===== config.mk =====
export PLATFORM = sky130hd
export DESIGN_NAME = enemy_fire_scheduler
export DESIGN_NICKNAME = d
export VERILOG_FILES = /design/src/rtl/space_invaders_pkg.sv /design/src/rtl/lfsr16.sv /design/src/rtl/enemy_fire_scheduler.sv
export SDC_FILE = /design/constraint.sdc
export NUM_CORES = 1
export LEC_CHECK = 0
export BUFFER_PORTS_ARGS = -buffer_cell sky130_fd_sc_hd__buf_2
export CELL_PAD_IN_SITES_DETAIL_PLACEMENT = 1
export CELL_PAD_IN_SITES_GLOBAL_PLACEMENT = 2
export CORE_ASPECT_RATIO = 1.5
export CORE_UTILIZATION = 39
export CTS_CLUSTER_DIAMETER = 40
export DETAILED_ROUTE_END_ITERATION = 6
export HOLD_SLACK_MARGIN = 0.08
export PLACE_DENSITY_LB_ADDON = 0.1
export SYNTH_ARGS = -nofsm -noshare
export SYNTH_HDL_FRONTEND = slang
export SYNTH_SLANG_ARGS = --single-unit

===== constraint.sdc =====
create_clock -name clk -period 6.41 [get_ports clk]
set_input_delay 0 -clock clk [delete_from_list [all_inputs] [get_ports clk]]
set_output_delay 0 -clock clk [all_outputs]
set_load 0.005 [all_outputs]

===== src/rtl/space_invaders_pkg.sv =====
`default_nettype none
// +------------------------------------------------------------------+
// | space_invaders_pkg : shared formation geometry, FSM states, LFSR |
// | Revision: 1.0                                                    |
// +------------------------------------------------------------------+
package space_invaders_pkg;

  localparam int unsigned COLUNAS = 13;
  localparam int unsigned LINHAS  = 5;

  // Galois taps for x^16+x^14+x^13+x^11+1, right-shifting form
  localparam logic [15:0] LFSR_POLY = 16'hB400;

  typedef enum logic [2:0] {
    S_IDLE = 3'd0,
    S_COOL = 3'd1,
    S_PICK = 3'd2,
    S_SCAN = 3'd3,
    S_WAIT = 3'd4
  } state_t;

  function automatic logic [15:0] lfsr_next(input logic [15:0] cur);
    lfsr_next = {1'b0, cur[15:1]} ^ (cur[0] ? LFSR_POLY : 16'h0000);
  endfunction

endpackage
`default_nettype wire


===== src/rtl/lfsr16.sv =====
`default_nettype none
// +------------------------------------------------------------------+
// | lfsr16 : free-running 16-bit Galois LFSR, advances every clock   |
// | Revision: 1.0                                                    |
// +------------------------------------------------------------------+
module lfsr16 #(
  parameter logic [15:0] SEED = 16'hACE1
) (
  input  logic        clk,
  input  logic        reset,
  output logic [15:0] q
);
  import space_invaders_pkg::*;

  logic [15:0] q_q;
  logic [15:0] q_d;

  always_comb q_d = lfsr_next(q_q);

  always_ff @(posedge clk or negedge reset) begin
    if (!reset) q_q <= SEED;
    else        q_q <= q_d;
  end

  assign q = q_q;

endmodule
`default_nettype wire


===== src/rtl/enemy_fire_scheduler.sv =====
`default_nettype none
// +------------------------------------------------------------------+
// | enemy_fire_scheduler : picks a random column, targets its lowest |
// | live enemy and launches the single enemy shot when it is free.   |
// | Revision: 1.0                                                    |
// +------------------------------------------------------------------+
module enemy_fire_scheduler #(
  parameter int unsigned COLUNAS       = space_invaders_pkg::COLUNAS,
  parameter int unsigned LINHAS        = space_invaders_pkg::LINHAS,
  parameter int unsigned COOLDOWN_BASE = 5000000,
  parameter int unsigned COOLDOWN_STEP = 250000,
  parameter int unsigned COOLDOWN_MIN  = 1000000,
  parameter logic [15:0] LFSR_SEED     = 16'hACE1
) (
  input  logic                      clk,
  input  logic                      reset,
  input  logic                      enable,
  input  logic [LINHAS*COLUNAS-1:0] vivo,
  input  logic                      shot_busy,
  input  logic [4:0]                speed,
  output logic                      fire,
  output logic [3:0]                fire_col,
  output logic [2:0]                fire_row,
  output logic [6:0]                fire_idx,
  output logic [15:0]               shots_fired
);
  import space_invaders_pkg::*;

  localparam int unsigned IW = $clog2(LINHAS * COLUNAS);

  state_t        state_q, state_d;
  logic [31:0]   cnt_q, cnt_d;
  logic [3:0]    col_q, col_d;
  logic [3:0]    tries_q, tries_d;
  logic [3:0]    tgt_col_q, tgt_col_d;
  logic [2:0]    tgt_row_q, tgt_row_d;
  logic          fire_q, fire_d;
  logic [3:0]    fire_col_q, fire_col_d;
  logic [2:0]    fire_row_q, fire_row_d;
  logic [6:0]    fire_idx_q, fire_idx_d;
  logic [15:0]   shots_q, shots_d;

  logic [15:0]   lfsr;
  logic          lfsr_unused;
  logic [31:0]   prod;
  logic [31:0]   eff;
  logic [3:0]    start;
  logic          hit;
  logic [2:0]    hit_row;
  logic [IW-1:0] scan_idx;
  logic [IW-1:0] tgt_idx;

  lfsr16 #(.SEED(LFSR_SEED)) u_lfsr (
    .clk   (clk),
    .reset (reset),
    .q     (lfsr)
  );

  assign lfsr_unused = ^lfsr[15:4];

  // Effective cooldown with floor; product overflow past base also floors.
  always_comb begin
    prod = 32'(speed) * COOLDOWN_STEP;
    if (prod >= COOLDOWN_BASE || (COOLDOWN_BASE - prod) < COOLDOWN_MIN) eff = COOLDOWN_MIN;
    else                                                              eff = COOLDOWN_BASE - prod;
  end

  always_comb begin
    if (32'(lfsr[3:0]) >= COLUNAS) start = 4'(32'(lfsr[3:0]) - COLUNAS);
    else                           start = lfsr[3:0];
  end

  // Lowest (highest-numbered) live row in the column under scan.
  always_comb begin
    hit      = 1'b0;
    hit_row  = 3'd0;
    scan_idx = '0;
    for (int r = 0; r < LINHAS; r++) begin
      scan_idx = IW'(r * COLUNAS) + IW'(col_q);
      if (vivo[scan_idx]) begin
        hit     = 1'b1;
        hit_row = 3'(r);
      end
    end
  end

  assign tgt_idx = IW'(tgt_row_q) * IW'(COLUNAS) + IW'(tgt_col_q);

  always_comb begin
    state_d    = state_q;
    cnt_d      = cnt_q;
    col_d      = col_q;
    tries_d    = tries_q;
    tgt_col_d  = tgt_col_q;
    tgt_row_d  = tgt_row_q;
    fire_d     = 1'b0;
    fire_col_d = fire_col_q;
    fire_row_d = fire_row_q;
    fire_idx_d = fire_idx_q;
    shots_d    = shots_q;

    if (!enable) begin
      state_d = S_IDLE;
    end else begin
      case (state_q)
        S_IDLE: begin
          state_d = S_COOL;
          cnt_d   = eff - 32'd1;
        end
        S_COOL: begin
          if (cnt_q == 32'd0) state_d = S_PICK;
          else                cnt_d   = cnt_q - 32'd1;
        end
        S_PICK: begin
          col_d   = start;
          tries_d = 4'd0;
          state_d = S_SCAN;
        end
        S_SCAN: begin
          if (hit) begin
            tgt_col_d = col_q;
            tgt_row_d = hit_row;
            state_d   = S_WAIT;
          end else if (tries_q == 4'(COLUNAS - 1)) begin
            state_d = S_COOL;
            cnt_d   = eff - 32'd1;
          end else begin
            col_d   = (col_q == 4'(COLUNAS - 1)) ? 4'd0 : col_q + 4'd1;
            tries_d = tries_q + 4'd1;
          end
        end
        S_WAIT: begin
          // A kill on the same sample as the shot freeing up takes priority.
          if (!vivo[tgt_idx]) begin
            state_d = S_PICK;
          end else if (!shot_busy) begin
            fire_d     = 1'b1;
            fire_col_d = tgt_col_q;
            fire_row_d = tgt_row_q;
            fire_idx_d = 7'(tgt_idx);
            shots_d    = shots_q + 16'd1;
            state_d    = S_COOL;
            cnt_d      = eff - 32'd1;
          end
        end
        default: state_d = S_IDLE;
      endcase
    end
  end

  always_ff @(posedge clk or negedge reset) begin
    if (!reset) begin
      state_q    <= S_IDLE;
      cnt_q      <= 32'd0;
      col_q      <= 4'd0;
      tries_q    <= 4'd0;
      tgt_col_q  <= 4'd0;
      tgt_row_q  <= 3'd0;
      fire_q     <= 1'b0;
      fire_col_q <= 4'd0;
      fire_row_q <= 3'd0;
      fire_idx_q <= 7'd0;
      shots_q    <= 16'd0;
    end else begin
      state_q    <= state_d;
      cnt_q      <= cnt_d;
      col_q      <= col_d;
      tries_q    <= tries_d;
      tgt_col_q  <= tgt_col_d;
      tgt_row_q  <= tgt_row_d;
      fire_q     <= fire_d;
      fire_col_q <= fire_col_d;
      fire_row_q <= fire_row_d;
      fire_idx_q <= fire_idx_d;
      shots_q    <= shots_d;
    end
  end

  assign fire        = fire_q;
  assign fire_col    = fire_col_q;
  assign fire_row    = fire_row_q;
  assign fire_idx    = fire_idx_q;
  assign shots_fired = shots_q;

endmodule
`default_nettype wire

## After elaboration in Yosys (flattened, before gate mapping)

Index checks and enable logic that the tools add are counted.

| cells by class | value |
|---|---|
| $add $sub $neg | 12 |
| multipliers | 2 |
| order comparisons | 9 |
| equality and inequality tests | 15 |
| mux-type cells | 48 |
| bitwise logic cells | 2 |
| reduce and logical (&&, ||, !) cells | 10 |

Operator list:

| cell | count |
|---|---|
| 32-bit 2-to-1 mux | 6 |
| 32-bit case mux with 4 select lines | 1 |
| 32-bit by 1-bit subtractor with 32-bit output (second input constant) | 2 |
| 1-bit binary-select mux with 7-bit select | 5 |
| 32-bit zero test | 1 |
| 32-bit by 20-bit less-than comparator with 1-bit output (second input constant) | 1 |
| 3-bit 2-to-1 mux | 9 |
| 7-bit by 8-bit less-than comparator with 1-bit output (second input constant) | 3 |
| 4-bit 2-to-1 mux | 6 |
| 23-bit by 23-bit subtractor with 24-bit output (first input constant) | 1 |
| 23-bit >= comparator (second input constant) | 1 |
| 5-bit by 14-bit multiplier with 19-bit output (second input constant) | 1 |
| 16-bit by 1-bit adder with 16-bit output (second input constant) | 1 |
| 1-bit 2-to-1 mux | 16 |
| 16-bit 2-to-1 mux | 1 |
| 4-bit case mux with 2 select lines | 2 |
| 15-bit by 16-bit bitwise XOR with 16-bit output | 1 |
| 3-bit case mux with 5 select lines | 1 |
| 6-bit by 4-bit adder with 7-bit output (first input constant) | 2 |
| 2-bit inequality test (second input constant) | 6 |
| 4-bit by 1-bit adder with 4-bit output (second input constant) | 2 |
| 4-bit equality test (second input constant) | 2 |
| 4-bit by 8-bit less-than comparator with 1-bit output (second input constant) | 1 |
| 5-bit by 8-bit less-than comparator with 1-bit output (second input constant) | 1 |
| other kinds (21) | 25 |

| word-level totals | value |
|---|---|
| register bits after elaboration | 97 |
| input port bits | 74 |
| output and inout port bits | 31 |
| logic and storage cells | 110 |

## Longest topological paths before layout

| logic depth | value |
|---|---|
| depth in word-level cells | 10 |
| mapped depth | 21 |
| gate-level depth less buffers | 18 |

## By module

From an unflattened synthesis, not the netlist that was laid out.

| second synthesis, totals | value |
|---|---|
| cell total of the unflattened synthesis | 975 |
| area, all modules | 9467.8 sq um |

By module, submodules not included:

| module | instances | cells each | area each (sq um) | seq. area each (sq um) |
|---|---|---|---|---|
| enemy_fire_scheduler | 1 | 943 | 8933.6 | 2026.9 |
| lfsr16 | 1 | 32 | 534.3 | 410.4 |

## Worst setup path after synthesis

Ideal clock, no wire load.

| timing | value |
|---|---|
| path kind | register -> register |
| from | reg col_q[0] |
| to | reg cnt_q[3] |
| arrival | 5343 ps |
| data required time | 6328 ps |
| setup slack | 985 ps |
| cell stages (with the launch flop) | 19 |
| path through | dfrtp_1 -> buf_2 -> buf_2 -> buf_2 -> clkbuf_1 -> inv_1 -> ha_1 -> clkbuf_1 -> clkbuf_1 -> mux4_2 -> mux4_2 -> mux2_2 -> nor2_1 -> nand4b_1 -> a211o_1 -> a21oi_1 -> clkbuf_1 -> a21oi_1 -> a31oi_1 |

| between the ends | value |
|---|---|
| cells in the longest elaborated chain, start to end | 9 |

Ends and longest elaborated chain:

| what | RTL line | RTL |
|---|---|---|
| start: declaration | enemy_fire_scheduler.sv:33 | `logic [3:0] col_q, col_d;` |
| start signal: assignment | enemy_fire_scheduler.sv:167 | `col_q <= col_d;` |
| 4-bit by 4-bit adder with 5-bit output or 1-bit binary-select mux with 4-bit select (tied branches) | enemy_fire_scheduler.sv:79, enemy_fire_scheduler.sv:80 |  |
| 1-bit binary-select mux with 7-bit select or 1-bit 2-to-1 mux (tied branches) | enemy_fire_scheduler.sv:80 | `if (vivo[scan_idx]) begin` |
| 1-bit 2-to-1 mux (implied by the code) | enemy_fire_scheduler.sv:80 |  |
| 1-bit 2-to-1 mux (3 in a row) | enemy_fire_scheduler.sv:80 |  |
| 1-bit 2-to-1 mux * | enemy_fire_scheduler.sv:80 |  |
| 2-bit inequality test (no source line) * | - |  |
| 7-bit AND reduction (no source line) * | - |  |
| end signal: assignment | enemy_fire_scheduler.sv:166 | `cnt_q <= cnt_d;` |
| end: declaration | enemy_fire_scheduler.sv:32 | `logic [31:0] cnt_q, cnt_d;` |

Every way passes the cells marked *; elsewhere a longest branch is shown, timed or not. The select of a mux whose other input is x is not followed.
A chain may end at the register's enable or synchronous reset.

## Worst setup path after layout

| timing | value |
|---|---|
| from | in speed[2] |
| to | reg cnt_q[25] |

| between the ends | value |
|---|---|
| cells in the longest elaborated chain, start to end | 9 |

Ends and longest elaborated chain:

| what | RTL line | RTL |
|---|---|---|
| start: declaration | enemy_fire_scheduler.sv:20 | `input logic [4:0] speed,` |
| 5-bit by 14-bit multiplier with 19-bit output * | enemy_fire_scheduler.sv:63 | `prod = 32'(speed) * COOLDOWN_STEP;` |
| 23-bit by 23-bit subtractor with 24-bit output | enemy_fire_scheduler.sv:64, enemy_fire_scheduler.sv:65 |  |
| 32-bit by 20-bit less-than comparator with 1-bit output | enemy_fire_scheduler.sv:64 | `if (prod >= COOLDOWN_BASE \|\| (COOLDOWN_BASE - prod) < COOLDOWN_MIN) eff = COOLDOWN_MIN;` |
| 1-bit logical OR | enemy_fire_scheduler.sv:64 |  |
| 32-bit 2-to-1 mux * | enemy_fire_scheduler.sv:64 |  |
| 32-bit by 1-bit subtractor with 32-bit output * | enemy_fire_scheduler.sv:108, enemy_fire_scheduler.sv:126, enemy_fire_scheduler.sv:143 |  |
| 32-bit 2-to-1 mux (on tied branches) | enemy_fire_scheduler.sv:136, enemy_fire_scheduler.sv:124 |  |
| 32-bit 2-to-1 mux (on tied branches) | enemy_fire_scheduler.sv:134, enemy_fire_scheduler.sv:120 |  |
| 32-bit case mux with 4 select lines * | enemy_fire_scheduler.sv:105 | `case (state_q)` |

Marks and branches as above.

==> impl_metrics.json <==
{
  "status": "complete, no violations",
  "drive_above_1_share_pct": 25.7,
  "grt_pass1_vias": 8376,
  "tns_ps": 0,
  "drv_slew": 0,
  "period_minus_slack_ps": 5570,
  "p_sw_uw": 2370,
  "dr.pass1.iters": 5,
  "path_class": "primary input to flop",
  "syn_area_per_cell_um2": 9.88,
  "finalClockSkew_ps": 9.51,
  "routed-via-count": 7745,
  "dp_cells": 1316,
  "grt_util_met3_pct": 1.94,
  "ys_seq_area_share_pct": 26.5,
  "nFillCells": 2622,
  "final_cell_mix": "buf_2 (103), dfrtp_1 (88), nand2_1 (74)",
  "grt_usage_pct": 23.1,
  "crit_path_max_fanout": 15,
  "diodes": 0,
  "cts_setup_buffers": 0,
  "ys.flop_type": "dfrtp_1",
  "p_leak_uw": 0.00448,
  "dr.first_iter.drc_count": 312,
  "drt_wl_total_um": 26500,
  "seq_power_share_pct": 17.7,
  "async_flop_share_pct": 100,
  "hpwlAfterDp_um": 20500,
  "viasPerCell": 5.80,
  "final_common_cell": "buf_2",
  "die_y_um": 190,
  "final_core_utilization_pct": 44.9,
  "ctsHtreeMaxLevel": 3,
  "finalSetupViolations": 0,
  "final.setup.worst_slack_ps": 839,
  "die_w_um": 127,
  "synth_edf_count": 0,
  "finalNonFillerCells": 1335,
  "wire_per_inst_um": 19.9,
  "crit_path_start_kind": "primary input",
  "nets": 1158,
  "synth-seq-cells": 97,
  "syn_inst": 931,
  "grt_max_degree": 76,
  "postRouteAntennaNets": 0,
  "area_growth_pct": 12.6,
  "cap_violations": 0,
  "finalCritPeriodShare_pct": 86.9,
  "synth_top_area_share_pct": 24.2,
  "synth.area.top_cells": "dfrtp_1 (24%), mux4_2 (17%), ha_1 (8.3%)",
  "ys_warn_count": 0,
  "netlist_area_um2": 9200,
  "clock_sinks": 97,
  "clkTransAtPathRegs_ps": 70,
  "hold_path.class": "primary input to asynchronous set/reset pin",
  "synthesis.nets": 1074,
  "cp-end-kind": "flop",
  "overflow": 0,
  "power-per-cell-area_nw_per_um2": 489,
  "numCtsBuffers": 9,
  "antenna_found_initial": 0,
  "hold_viol": 0,
  "top_usage_layer": "met2",
  "place_congestion": 0.804,
  "use_met1_pct": 27.7,
  "io_pins": 105,
  "path_cells": "buf_2 -> ha_1 -> inv_1 -> fa_1 -> fa_1 -> inv_1 -> ha_1 -> and2_1 -> a221oi_2 -> a21boi_1 -> nor4b_4 -> o21ai_1 -> and4_1 -> o22ai_2 -> a31oi_2 -> or4_4 -> or3_1 -> and3_1 -> a211o_1",
  "die_area_um2": 24200,
  "fmax_mhz": 180,
  "io_buffers": 104,
  "cts-root-buf": "clkbuf_16",
  "start_util_pct": 39.9,
  "clkPwrFrac_pct": 11.1,
  "synth_cell_types": 90,
  "worstPathArrival_ps": 5810,
  "vdd_drop_max_v": 0.000270,
  "num_rows": 68,
  "drc": 0,
  "worst_pin_slew_ps": 1010,
  "rsz0062_at_grt": "false",
  "p_int_uw": 2690,
  "slew_headroom_pct": 32.5,
  "cts_tree": "built",
  "cp.required_ps": 6650,
  "core_area_um2": 23100,
  "pre_cts_ws_ps": 459,
  "worst_path_max_delay_cell": "or4_4",
  "sw_frac_of_total_pct": 46.8,
  "clock_path_buffers": 2,
  "reg2reg_slack_ps": 1310,
  "synth_top_cell_by_area": "dfrtp_1",
  "slowest_delay_ps": 580,
  "clk-insertion-delay-late_ps": 350,
  "grt_pass1_wl_um": 44300,
  "combPwrFrac_pct": 71.2,
  "met2_usage_pct": 43.5
}
==> worst max-delay path: cells and delay by family <==
| family | cells | cell delay (ps) |
|---|---|---|
| AND/OR/NAND/NOR | 6 | 2230 |
| adder cells (fa/ha/maj) | 4 | 1600 |
| AO/OA/AOI/OAI | 6 | 1590 |
| buffers and inverters | 3 | 380 |
==> kinds of logic (layout without fill, tap and decap cells) <==
family	after synthesis	after routing	share of synthesized area (%)
adder cells (fa/ha/maj)	69	69	10.0
multiplexers	107	107	21.2
XOR/XNOR	55	55	5.32
flip-flops	97	97	26.5
buffers and inverters	101	190	4.46
AND/OR/NAND/NOR	292	292	16.7
AO/OA/AOI/OAI	210	210	15.8
==> what timing repair did <==
action,4_1_cts,5_1_grt
hold buffers,3,0
gates resized for setup,0,0
endpoints found under the hold margin,26,0
==> worst paths after layout <==
kind / cells after the start / endpoint / from
worst min register to register: 0 / u_lfsr.q[7] / u_lfsr.q[8]
worst max-delay path: 19 / cnt_q[25] / speed[2]
max in group asynchronous: 3 / cnt_q[3] / reset
worst max register to register: 14 / cnt_q[24] / col_q[1]
min in group clk: 3 / tgt_row_q[2] / vivo[64]
worst min-delay path: 2 / cnt_q[18] / reset
==> through the flow <==
stage          total power (uW)  hold slack, ps  instance area (um^2)
3_5_place_dp               4530           -61.9                 10000
6_report                   5060            84.2                 10400
3_3_place_gp               4500           -59.7                 10000
5_1_grt                    5460             129                 10400
4_1_cts                    5120            98.6                 10400
2_1_floorplan              3550            -296                  9200
==> flip-flops by register name, summed over array words and instances, names as in the netlist, 4 cells and up <==
| name | flops |
|---|---|
| cnt_q | 32 |
| shots_fired | 16 |
| u_lfsr.q | 16 |
| fire_idx | 7 |
| col_q | 4 |
| fire_col | 4 |
| tgt_col_q | 4 |
| tries_q | 4 |
==> synthesized netlist by cell type, types with 5 or more instances <==
| library cell | n |
|---|---|
| or4_1 | 5 |
| or3_1 | 18 |
| o21a_1 | 5 |
| nand2_1 | 74 |
| o311ai_0 | 5 |
| a211oi_1 | 5 |
| a21o_1 | 6 |
| nor3b_1 | 5 |
| xnor2_1 | 34 |
| and3_1 | 7 |
| ha_1 | 61 |
| nand4_1 | 8 |
| and2_1 | 13 |
| inv_1 | 51 |
| dfrtp_1 | 89 |
| mux2i_1 | 19 |
| dfstp_2 | 8 |
| fa_1 | 8 |
| mux2_2 | 20 |
| o211ai_1 | 10 |
| clkbuf_1 | 34 |
| nand3_1 | 30 |
| mux4_2 | 68 |
| o21ai_0 | 45 |
| nor4_1 | 13 |
| a211o_1 | 6 |
| o22ai_1 | 7 |
| nor2b_1 | 5 |
| nor2_1 | 60 |
| buf_1 | 6 |
| a31oi_1 | 10 |
| a21oi_1 | 45 |
| o22a_1 | 5 |
| nor3_1 | 18 |
| buf_2 | 6 |
| a21boi_0 | 7 |
| xor2_1 | 20 |
| nand2b_1 | 10 |
==> power groups by stage <==
| stage | Sequential, uW | Clock (uW) | Combinational, uW |
|---|---|---|---|
| after global routing | 918 | 598 | 3950 |
| after floorplan | 856 | 0 | 2690 |
| after CTS | 896 | 578 | 3650 |
| after detailed placement | 905 | 0 | 3630 |
| after global placement | 905 | 0 | 3590 |
| final | 897 | 562 | 3600 |
==> routing by layer <==
layer | share of wire (%) | vias to the layer above
met5 | 0 | -
met4 | 2.1 | 0
met3 | 2.2 | 25
met2 | 54 | 132
met1 | 42 | 3921
li1 | - | 3667
==> cell type report <==
type	instances	area, um^2	area share, %
Sequential cell	97	2440	23.5
Tap cell	315	394	3.81
Inverter	51	191	1.85
Clock buffer	9	225	2.17
Multi-Input combinational cell	733	6360	61.4
Timing Repair Buffer	123	673	6.50
Clock inverter	7	77.6	0.749
Note: power is estimated with default switching activity, not from simulation.
